===== src/rtl/rssb_ctrl.sv =====
// rssb_ctrl: fetch/decode/read/exec sequencer for the RSSB one-instruction core
module rssb_ctrl #(
  parameter int DW = 8,
  parameter logic [DW-1:0] PC_INIT = 8'h00,
  parameter logic [DW-1:0] HALT_OP = 8'hFF,
  parameter logic [DW-1:0] OUT_ADDR = 8'hFE
) (
  input  logic          clk,
  input  logic          rst,
  input  logic          run,
  output logic [DW-1:0] mem_addr,
  output logic          mem_rd,
  output logic          mem_wr,
  output logic [DW-1:0] mem_wdata,
  input  logic [DW-1:0] mem_rdata,
  output logic          out_valid,
  output logic [DW-1:0] out_data,
  output logic [DW-1:0] pc,
  output logic [DW-1:0] acc,
  output logic          busy,
  output logic          halted
);
  typedef enum logic [2:0] {IDLE, FETCH, DECODE, READ, EXEC, HALT} state_t;
  state_t state, state_n;
  logic [DW-1:0] ir, diff;
  logic borrow;
  assign diff = mem_rdata - acc;
  assign borrow = mem_rdata < acc;
  always_comb begin
    state_n = state;
    case (state)
      IDLE:    state_n = run ? FETCH : IDLE;
      FETCH:   state_n = DECODE;
      DECODE:  state_n = mem_rdata == HALT_OP ? HALT : READ;
      READ:    state_n = EXEC;
      EXEC:    state_n = run ? FETCH : IDLE;
      HALT:    state_n = HALT;
      default: state_n = IDLE;
    endcase
  end
  // strobes are gated by rst so an in-flight write is dropped the moment reset rises
  assign mem_rd = ~rst & (state == FETCH | state == READ);
  assign mem_wr = ~rst & (state == EXEC);
  assign mem_addr = (mem_rd & state == FETCH) ? pc : (mem_rd | mem_wr) ? ir : '0;
  assign mem_wdata = mem_wr ? diff : '0;
  assign out_valid = mem_wr & (ir == OUT_ADDR);
  assign busy = (state != IDLE) & (state != HALT);
  assign halted = state == HALT;
  always_ff @(posedge clk or posedge rst) begin
    if (rst) begin
      state <= IDLE;
      pc <= PC_INIT;
      acc <= '0;
      ir <= '0;
      out_data <= '0;
    end else begin
      state <= state_n;
      if (state == DECODE) ir <= mem_rdata;
      if (state == EXEC) begin
        acc <= diff;
        pc <= pc + (borrow ? DW'(2) : DW'(1));
        if (out_valid) out_data <= diff;
      end
    end
  end
endmodule


===== config.mk =====
export PLATFORM = sky130hd
export DESIGN_NAME = rssb_ctrl
export DESIGN_NICKNAME = d
export VERILOG_FILES = /design/src/rtl/rssb_ctrl.sv
export SDC_FILE = /design/constraint.sdc
export NUM_CORES = 1
export LEC_CHECK = 0
export CAP_MARGIN = 20
export CORE_UTILIZATION = 30
export CTS_CLUSTER_DIAMETER = 120
export DETAILED_ROUTE_END_ITERATION = 16
export PLACE_DENSITY_LB_ADDON = 0.05
export SYNTH_ARGS = -nofsm -noshare
export SYNTH_HDL_FRONTEND = slang
export SYNTH_SLANG_ARGS = --single-unit

===== constraint.sdc =====
create_clock -name clk -period 4.2 [get_ports clk]
set_input_delay 0.63 -clock clk [delete_from_list [all_inputs] [get_ports clk]]
set_output_delay 0.63 -clock clk [all_outputs]
set_load 0.02 [all_outputs]

==> results.tsv, run 1 <==
metric	value	unit
outcome	complete, but fails checks	
failing checks	design-rule violations	
CP Launch Point	mem_rdata[0]	
die width	84.12	µm
Adder-Cell Fraction of Synth Area	0.08163	
fmax	263.6	MHz
drt total wl	5.003	mm
most frequent cells in the layout	55 x clkdlybuf4s50_1, 35 x dfrtp_1, 25 x nand2_1	
Syn Std Cell Area	0.002023	mm²
P_leak	0.001193	µW
largest net degree at the start of global routing	34	
fin nets	283	
met1 usage	0.2193	
final worst-path cycle share	0.9031	
grt peak-use layer	met2	
r2r setup slk	1.39	ns
cts repair resizes	0	
H-tree Lvls	2	
area delta synth->final	33.64	%
DRC errors left	2	
WHS	0.4889	ns
diode count	0	
Post-DP HPWL	3.735	mm
grt met2 use	0.2362	
Root Driver	clkbuf_8	
gpl congestion	0.7101	
ys flop type	dfrtp_1	
Total Routing Usage GR	0.1564	
latest clock arrival within the worst-skew pair	0.28	ns
Fill cells	627	
TNS Setup	0	ns
Crit Path Category	in -> out	
Final Critical Period	3.793	ns
Slew Limit Fails	0	
FF+latch count, synth	35	
CP startpoint kind	input pin	
CTS clk-pin slew, worst paths	0.07	ns
Simple-Gate Fraction of Synth Area	0.1991	
largest family of logic cells by synthesized area	simple AND/OR/NAND/NOR gates	
Rows	29	
sequential area share after synthesis	0.4329	
post-synthesis mux area share	0.04947	
initial DRC count	48	
vias	1622	
Slew @ Worst Pin	0.5638	ns
Worst setup endpoint	mem_wdata[6]	
total grt overflow	0	
first-pass GRT wire length	8.604	mm
max_slew headroom	0.6212	
DRT Pass-1 Iters	10	
Clock Skew	0.005447	ns
Crit Path Max Fanout	3	
Worst Hold Launch	out_data[5]	
yosys warns	0	
WL/cell	14.89	µm
synthesized area per cell	9.966	µm²
Initial Util	0.3150	
Post-synth EDFFs	0	
unrepaired setup endpoints after global routing	false	
layout cell share with drive strength beyond 1	0.1081	
worst hold path type	reg -> reg	
leading cell type in the layout, fill and taps excluded	clkdlybuf4s50_1	
Cell variety after synth	47	
crit path DAT	3.16	ns
Hold-fix buffers, CTS	0	
Post-Synth XOR/XNOR Area	0.03463	
Die ar.	0.007076	mm²
clock tree sinks	35	
FF/Latch Area	875.8	µm²
Num CTS Buffers	5	
Hold Fails Final Rpt	0	
area of the multi-input gates	0.001049	mm²
Max-Cap Viols	0	
# Post-CTS Setup Buffers	0	
Core Footprint	0.006422	mm²
clk buf depth	2	
met3 Usage GRT	0.03264	
vias per std cell	4.827	
Final ANT Viol Nets	0	
r2r startpoint	acc[0]	
initial antenna violation count	0	
Async SR Flop Fraction	1.000	
PortBufs	55	
Peak supply drop	0.2932	mV
syn_nets	226	
Compound-Gate Fraction of Synth Area	0.1534	
DIE HEIGHT	84.12	µm
pwr/cell area	660.8	mW/mm²
Worst Setup End Kind	output port	
Worst R2R Path Depth	12	
final setup violation count	0	
top-level port count	56	
Required @ worst endpoint	3.57	ns
vias in the first global route	1645	
R2R Path End	pc[7]	
CTS tree	built	
Synth Instances	203	
==> area by class of cell <==
type,count,area share
clock buffer,6,0.02684
inverter,14,0.01944
multi-input combinational,148,0.3878
sequential,35,0.3239
tap,77,0.03563
timing repair buffer,56,0.2064
==> per-layer routing <==
| metal | up-vias | part of all wire |
|---|---|---|
| met5 | - | 0 |
| met4 | 0 | 0.021 |
| met3 | 8 | 0.034 |
| met2 | 36 | 0.45 |
| met1 | 761 | 0.50 |
| li1 | 817 | - |
==> state kept, by name, summed over array words and instances, names as in the netlist <==
name,count
pc,8
state,3
out_data,8
ir,8
acc,8
==> synth_stat cells (all sizes together) (2+ instances only) <==
| cell type | number | area (µm²) |
|---|---|---|
| a211oi | 2 | 15.01 |
| a21o | 2 | 15.01 |
| a21oi | 6 | 30.03 |
| a22o | 10 | 87.58 |
| and2 | 4 | 30.03 |
| buf | 5 | 42.53 |
| dfrtp | 35 | 875.8 |
| fa | 2 | 40.04 |
| ha | 10 | 125.1 |
| inv | 14 | 52.55 |
| mux2 | 8 | 90.09 |
| nand2 | 26 | 100.1 |
| nand2b | 2 | 12.51 |
| nand3 | 2 | 10.01 |
| nand4 | 4 | 40.04 |
| nor2 | 19 | 81.33 |
| nor2b | 6 | 52.55 |
| nor3 | 4 | 20.02 |
| nor3b | 2 | 20.02 |
| o21a | 2 | 15.01 |
| o21ai | 17 | 92.59 |
| xnor2 | 4 | 35.03 |
| xor2 | 4 | 35.03 |
==> report_power, final <==
group / switching, µW / internal (µW)
Sequential: 140 / 452
Clock: 116 / 111
Combinational: 502 / 466
==> kinds of logic (layout without fill, tap and decap cells) <==
logic type,Yosys count,count (layout)
simple gates,74,74
compound gates,45,45
flops,35,35
buf+inv,20,76
fa+ha+maj,12,12
mux,9,9
xor+xnor,8,8
==> worst min path at each step <==
stage	endpoint	depth (start not counted)	slack (ns)
final	out_data[5]	2	0.49
after global routing	out_data[5]	2	0.52
after CTS	out_data[5]	2	0.49
after detailed placement	out_data[5]	2	0.47
after global placement	out_data[5]	2	0.47
after floorplan	ir[0]	1	0.50
==> stage by stage <==
step / utilization / power [µW] / worst slack [ns] / cells / area (µm²)
floorplan: - / 1244 / 1.271 / 203 / 2023
global placement: 0.4097 / 1578 / 0.4387 / 330 / 2631
detailed placement: 0.4097 / 1573 / 0.3893 / 330 / 2631
CTS: 0.4210 / 1811 / 0.3905 / 336 / 2704
global route: 0.4210 / 1947 / 0.2672 / 336 / 2704
finish: 0.4210 / 1787 / 0.4069 / 336 / 2704
==> worst max-delay path, cell delays in order <==
cell	delay, ns
clkdlybuf4s50_1	0.50
inv_1	0.05
ha_1	0.22
fa_1	0.44
nor2b_4	0.15
o31ai_2	0.09
a211o_2	0.35
nor2_1	0.11
clkdlybuf4s50_1	0.62
Power figures use the tool's default switching activity.
==> run 2, diff against run 1 <==
==> constraint.sdc (replaced) <==
create_clock -name clk -period 3.8 [get_ports clk]
set_input_delay 0.57 -clock clk [delete_from_list [all_inputs] [get_ports clk]]
set_output_delay 0.57 -clock clk [all_outputs]
set_load 0.02 [all_outputs]
==> run 2 against run 1 <==
Net effect: the flow still finishes with violations (design-rule violations); sequential share of layout area shrank 0.59 points; largest power group unchanged; core utilization grew 0.78 points; sequential power increased by 11%; via count up 2.7%; final area grew 1.9%; die area did not move; critical endpoint unchanged; clock skew decreased by 0.00061 ns.
==> results.tsv, run 2 (same netlist as run 1, synthesis figures left out) <==
metric	value	unit	change
placed cell areas	0.002654	mm²	+0.86%
Slew Limit Fails	0		unchanged
Post-Layout Cell Count	341		+1.5%
Peak supply drop	0.2178	mV	-26%
Required @ worst endpoint	3.23	ns	-0.34 ns
CP startpoint kind	input pin		
pwr/cell area	736.6	mW/mm²	+11%
Total Routing Usage GR	0.1538		-0.002587
initial DRC count	27		-44%
Clock Skew	0.004834	ns	-0.0006126 ns
worst hold path type	reg -> reg		
grt peak-use layer	met2		
PortBufs	55		unchanged
vias per std cell	4.886		+1.2%
DIE HEIGHT	84.12	µm	unchanged
vias in the first global route	1616		-1.8%
TNS Setup	0	ns	unchanged
grt met2 use	0.2370		+0.0007452
Final ANT Viol Nets	0		unchanged
total grt overflow	0		unchanged
Final WS setup	0.1282	ns	-0.2787 ns
Num CTS Buffers	5		unchanged
P_leak	0.001221	µW	+2.4%
critical path, cell by cell	clkdlybuf4s50_1 -> inv_1 -> ha_1 -> fa_1 -> nor2b_4 -> o31ai_2 -> a211o_2 -> nor2_1 -> clkdlybuf4s50_1		
gpl congestion	0.7072		-0.41%
WL/cell	14.64	µm	-1.7%
Core Footprint	0.006422	mm²	unchanged
diode count	0		unchanged
H-tree Lvls	2		unchanged
Fill cells	661		+5.4%
Worst Setup End Kind	output port		
Hold Fails Final Rpt	0		unchanged
met1 usage	0.2146		-0.004707
Critical-path top delay cell	clkdlybuf4s50_1		
Final Critical Period	3.672	ns	
CTS tree	built		
Rows	29		unchanged
first-pass GRT wire length	8.521	mm	-0.96%
CTS clk-pin slew, worst paths	0.07	ns	about the same
worst path buffer plus inverter count	3		unchanged
max_slew headroom	0.5581		-0.06315
most frequent cells in the layout	55 x clkdlybuf4s50_1, 35 x dfrtp_1, 25 x nand2_1		
met3 Usage GRT	0.03165		-0.0009891
largest net degree at the start of global routing	19		-44%
top-level port count	56		unchanged
vias	1666		+2.7%
area delta synth->final	36.12	%	
pre-CTS WS	0.1188	ns	-0.2705 ns
Post-DP HPWL	3.884	mm	+4.0%
DRC errors left	2		unchanged
cts repair resizes	0		unchanged
latest clock arrival within the worst-skew pair	0.28	ns	about the same
fmax	272.3	MHz	
Hold-fix buffers, CTS	0		unchanged
Post-Place Cells	333		+0.91%
layout cell share with drive strength beyond 1	0.1250		+0.01689
Initial Util	0.3150		unchanged
largest stage delay on the critical path	0.62	ns	about the same
clock tree sinks	35		unchanged
post-route cell area	0.002754	mm²	+1.9%
unrepaired setup endpoints after global routing	false		
Slew @ Worst Pin	0.6578	ns	+0.09400 ns
Max-Cap Viols	0		unchanged
Root Driver	clkbuf_8		
final setup violation count	0		unchanged
final worst-path cycle share	0.9663		
die width	84.12	µm	unchanged
DRT Pass-1 Iters	10		unchanged
# Post-CTS Setup Buffers	0		unchanged
power after layout	2029	µW	+14%
crit path DAT	3.10	ns	-0.06 ns
Crit Path Max Fanout	3		unchanged
leading cell type in the layout, fill and taps excluded	clkdlybuf4s50_1		
most frequent CP cell	clkdlybuf4s50_1		
drt total wl	4.992	mm	-0.22%
outcome	complete, but fails checks		
delay-heaviest family, CP	buffers and inverters		
fin nets	286		+1.1%
failing checks	design-rule violations		
Die ar.	0.007076	mm²	unchanged
initial antenna violation count	0		unchanged
clk buf depth	2		unchanged
Crit Path Category	in -> out		
run 2: layout make-up:
cell class | instances | area (µm²) | share of cell area
tap | 77 | 96.34 | 0.03498
inverter | 14 | 52.55 | 0.01908
multi-input combinational | 148 | 1049 | 0.3807
timing repair buffer | 59 | 580.6 | 0.2108
clock buffer | 8 | 100.1 | 0.03635
sequential | 35 | 875.8 | 0.3180
run 2: final timing paths:
| kind | slack (ns) | cells after the start | end | from |
|---|---|---|---|---|
| worst min-delay path | 0.49 | 2 | out_data[5] | out_data[5] |
| worst max-delay path | 0.13 | 9 | mem_wdata[6] | mem_rdata[0] |
| worst min register to register | 0.49 | 2 | out_data[5] | out_data[5] |
| min in group asynchronous | 0.59 | 2 | state[0] | rst |
| worst max register to register | 1.01 | 12 | pc[7] | acc[0] |
| max in group asynchronous | 2.70 | 3 | acc[4] | rst |
run 2: layer usage:
metal | up-vias | wire [µm]
li1 | 829 | -
met1 | 793 | 2432
met2 | 37 | 2257
met3 | 7 | 208
met4 | 0 | 93
met5 | - | 0
run 2: worst min-delay path: stages (launching register included):
cell and delay (ns):
dfrtp_1 0.35, nand2_1 0.05, o21ai_1 0.06
run 2: report_power, final:
| group | leakage [µW] | switching (µW) | total, µW | internal, µW |
|---|---|---|---|---|
| clock network | 0.0000515 | 134 | 300 | 166 |
| registers | 0.000441 | 155 | 654 | 499 |
| logic | 0.000729 | 556 | 1070 | 519 |
| total | 0.00122 | 845 | 2030 | 1180 |
run 2: through the flow:
step,hold WS [ns],utilization
CTS,0.5000,0.4288
detailed placement,0.4833,0.4132
global placement,0.4737,0.4132
global route,0.5210,0.4288
floorplan,0.4952,-
finish,0.4916,0.4288
==> run 3, diff against run 2 <==
--- a/config.mk
+++ b/config.mk
@@ -6,8 +6,9 @@
 export NUM_CORES = 1
 export LEC_CHECK = 0
 export CAP_MARGIN = 20
-export CORE_UTILIZATION = 30
+export CORE_UTILIZATION = 45
 export CTS_CLUSTER_DIAMETER = 120
+export CTS_CLUSTER_SIZE = 14
 export DETAILED_ROUTE_END_ITERATION = 16
 export PLACE_DENSITY_LB_ADDON = 0.05
 export SYNTH_ARGS = -nofsm -noshare
==> run 3 against run 2 <==
Net effect: cell count down 7.3%; global-route usage up 5.2 points; die area down 33%; power up 0.16%; critical endpoint unchanged; the flow now finishes without violations; maximum frequency up 0.37%; count of clock-buffer cells in the layout down 2; highest routed layer unchanged; first-iteration DRC count up 110%; largest cell class unchanged; sequential share of layout area up 0.42 points.
==> results.tsv, run 3 (same netlist as run 1, synthesis figures left out) <==
metric	value	unit	change
Final ANT Viol Nets	0		unchanged
Die ar.	0.004768	mm²	-33%
Num CTS Buffers	5		unchanged
pwr/cell area	747.6	mW/mm²	+1.5%
vias per std cell	5.231		+7.1%
most frequent cells in the layout	55 x clkdlybuf4s50_1, 35 x dfrtp_1, 25 x nand2_1		
first-pass GRT wire length	7.707	mm	-9.6%
P_int	1190	µW	+0.53%
Required @ worst endpoint	3.23	ns	about the same
Hold-fix buffers, CTS	0		unchanged
Slew @ Worst Pin	0.5245	ns	-0.1333 ns
PortBufs	55		unchanged
Max-Cap Viols	0		unchanged
Gate power share	0.545		+0.015
Root Driver	clkbuf_8		
WL/cell	14.35	µm	-2.0%
Final WS setup	0.1417	ns	+0.01345 ns
fmax	273.4	MHz	+0.37%
cts repair resizes	0		unchanged
gpl congestion	0.7527		+6.4%
Total Routing Usage GR	0.2063		+0.05246
Net Sw Frac	0.4144		-0.002155
P_leak	0.001222	µW	about the same
WHS	0.4840	ns	-0.007631 ns
largest net degree at the start of global routing	35		+16
Post-Place Cells	309		-7.2%
clock group share of total power	0.134		-0.014
DIE HEIGHT	69.05	µm	-18%
TNS Setup	0	ns	unchanged
Initial Util	0.4679		+0.1529
clock tree sinks	35		unchanged
largest stage delay on the critical path	0.61	ns	about the same
top-level port count	56		unchanged
layout cell share with drive strength beyond 1	0.1288		+0.003788
Hold Fails Final Rpt	0		unchanged
DRT Pass-1 Iters	4		-6
final worst-path cycle share	0.9627		-0.003539
CTS tree	built		
area of the multi-input gates	0.001049	mm²	unchanged
final setup violation count	0		unchanged
pre-CTS WS	0.1442	ns	+0.02541 ns
initial antenna violation count	0		unchanged
crit path DAT	3.09	ns	about the same
Critical-path top delay cell	clkdlybuf4s50_1		
Seq pwr share	0.321		about the same
Crit Path Max Fanout	3		unchanged
H-tree Lvls	2		unchanged
leading cell type in the layout, fill and taps excluded	clkdlybuf4s50_1		
Sw Pwr	842.1	µW	-0.36%
r2r setup slk	0.98	ns	-0.03 ns
Final Critical Period	3.658	ns	-0.01345 ns
latest clock arrival within the worst-skew pair	0.28	ns	about the same
FF/Latch Area	875.8	µm²	unchanged
clk buf depth	2		unchanged
area delta synth->final	34.32	%	
unrepaired setup endpoints after global routing	false		
diode count	0		unchanged
max_slew headroom	0.6477		+0.08958
fin nets	287		+0.35%
Post-DP HPWL	3.372	mm	-13%
Peak supply drop	0.2986	mV	+37%
outcome	completed		
drt total wl	4.535	mm	-9.2%
most frequent CP cell	clkdlybuf4s50_1		
vias in the first global route	1586		-1.9%
critical path, cell by cell	clkdlybuf4s50_1 -> inv_1 -> ha_1 -> fa_1 -> nor2b_4 -> o31ai_2 -> a211o_2 -> nor2_1 -> clkdlybuf4s50_1		
Crit Path Category	in -> out		
CTS clk-pin slew, worst paths	0.06	ns	about the same
initial DRC count	58		+110%
Slew Limit Fails	0		unchanged
Clock Skew	0.006407	ns	+0.001573 ns
CP startpoint kind	input pin		
Core Footprint	0.004324	mm²	-33%
Post-Layout Cell Count	316		-7.3%
Fill cells	396		-40%
DRC errors left	0		-2
Worst Setup End Kind	output port		
die width	69.05	µm	-18%
final core utilization	0.6285		+0.1997
# Post-CTS Setup Buffers	0		unchanged
worst hold path type	reg -> reg		
total grt overflow	0		unchanged
vias	1653		-0.78%
Rows	24		-17%
## run 3: final timing paths
kind | start | endpoint | depth (start not counted)
max | mem_rdata[0] | mem_wdata[6] | 9
min | out_data[2] | out_data[2] | 2
max reg2reg | acc[0] | pc[7] | 12
min reg2reg | out_data[2] | out_data[2] | 2
max in group asynchronous | rst | acc[3] | 3
min in group asynchronous | rst | state[1] | 2
## run 3: cell type report
cell class | count | share of cell area
Inverter | 14 | 0.01934
Clock buffer | 6 | 0.03039
Clock inverter | 1 | 0.001842
Multi-Input combinational cell | 148 | 0.3858
Timing Repair Buffer | 60 | 0.2164
Sequential cell | 35 | 0.3223
Tap cell | 52 | 0.02394
## run 3: per-stage QoR
step           power (µW)  area, µm²
2_1_floorplan        1375       2023
3_3_place_gp         1756       2630
3_5_place_dp         1773       2630
4_1_cts              2052       2718
5_1_grt              2201       2718
6_report             2032       2718
## run 3: critical path: cells and delay by family
kind / cells / cell delay (ns)
compound gates: 2 / 0.43
fa+ha+maj: 2 / 0.66
buf+inv: 3 / 1.15
simple gates: 2 / 0.27
## run 3: power groups by stage
stage | clock network, µW | registers [µW] | logic [µW]
3_5_place_dp | 0 | 662 | 1110
6_report | 272 | 653 | 1110
4_1_cts | 282 | 654 | 1120
5_1_grt | 296 | 678 | 1230
3_3_place_gp | 0 | 658 | 1100
2_1_floorplan | 0 | 680 | 695
## run 3: metal layers
metal,share of wire,vias to the layer above,wire length [µm],global-route usage
met4,0.021,0,93,0.07256
met1,0.47,775,2123,0.2672
met3,0.049,9,223,0.05848
met5,0,-,0,0
met2,0.46,44,2095,0.3301
li1,-,825,-,-
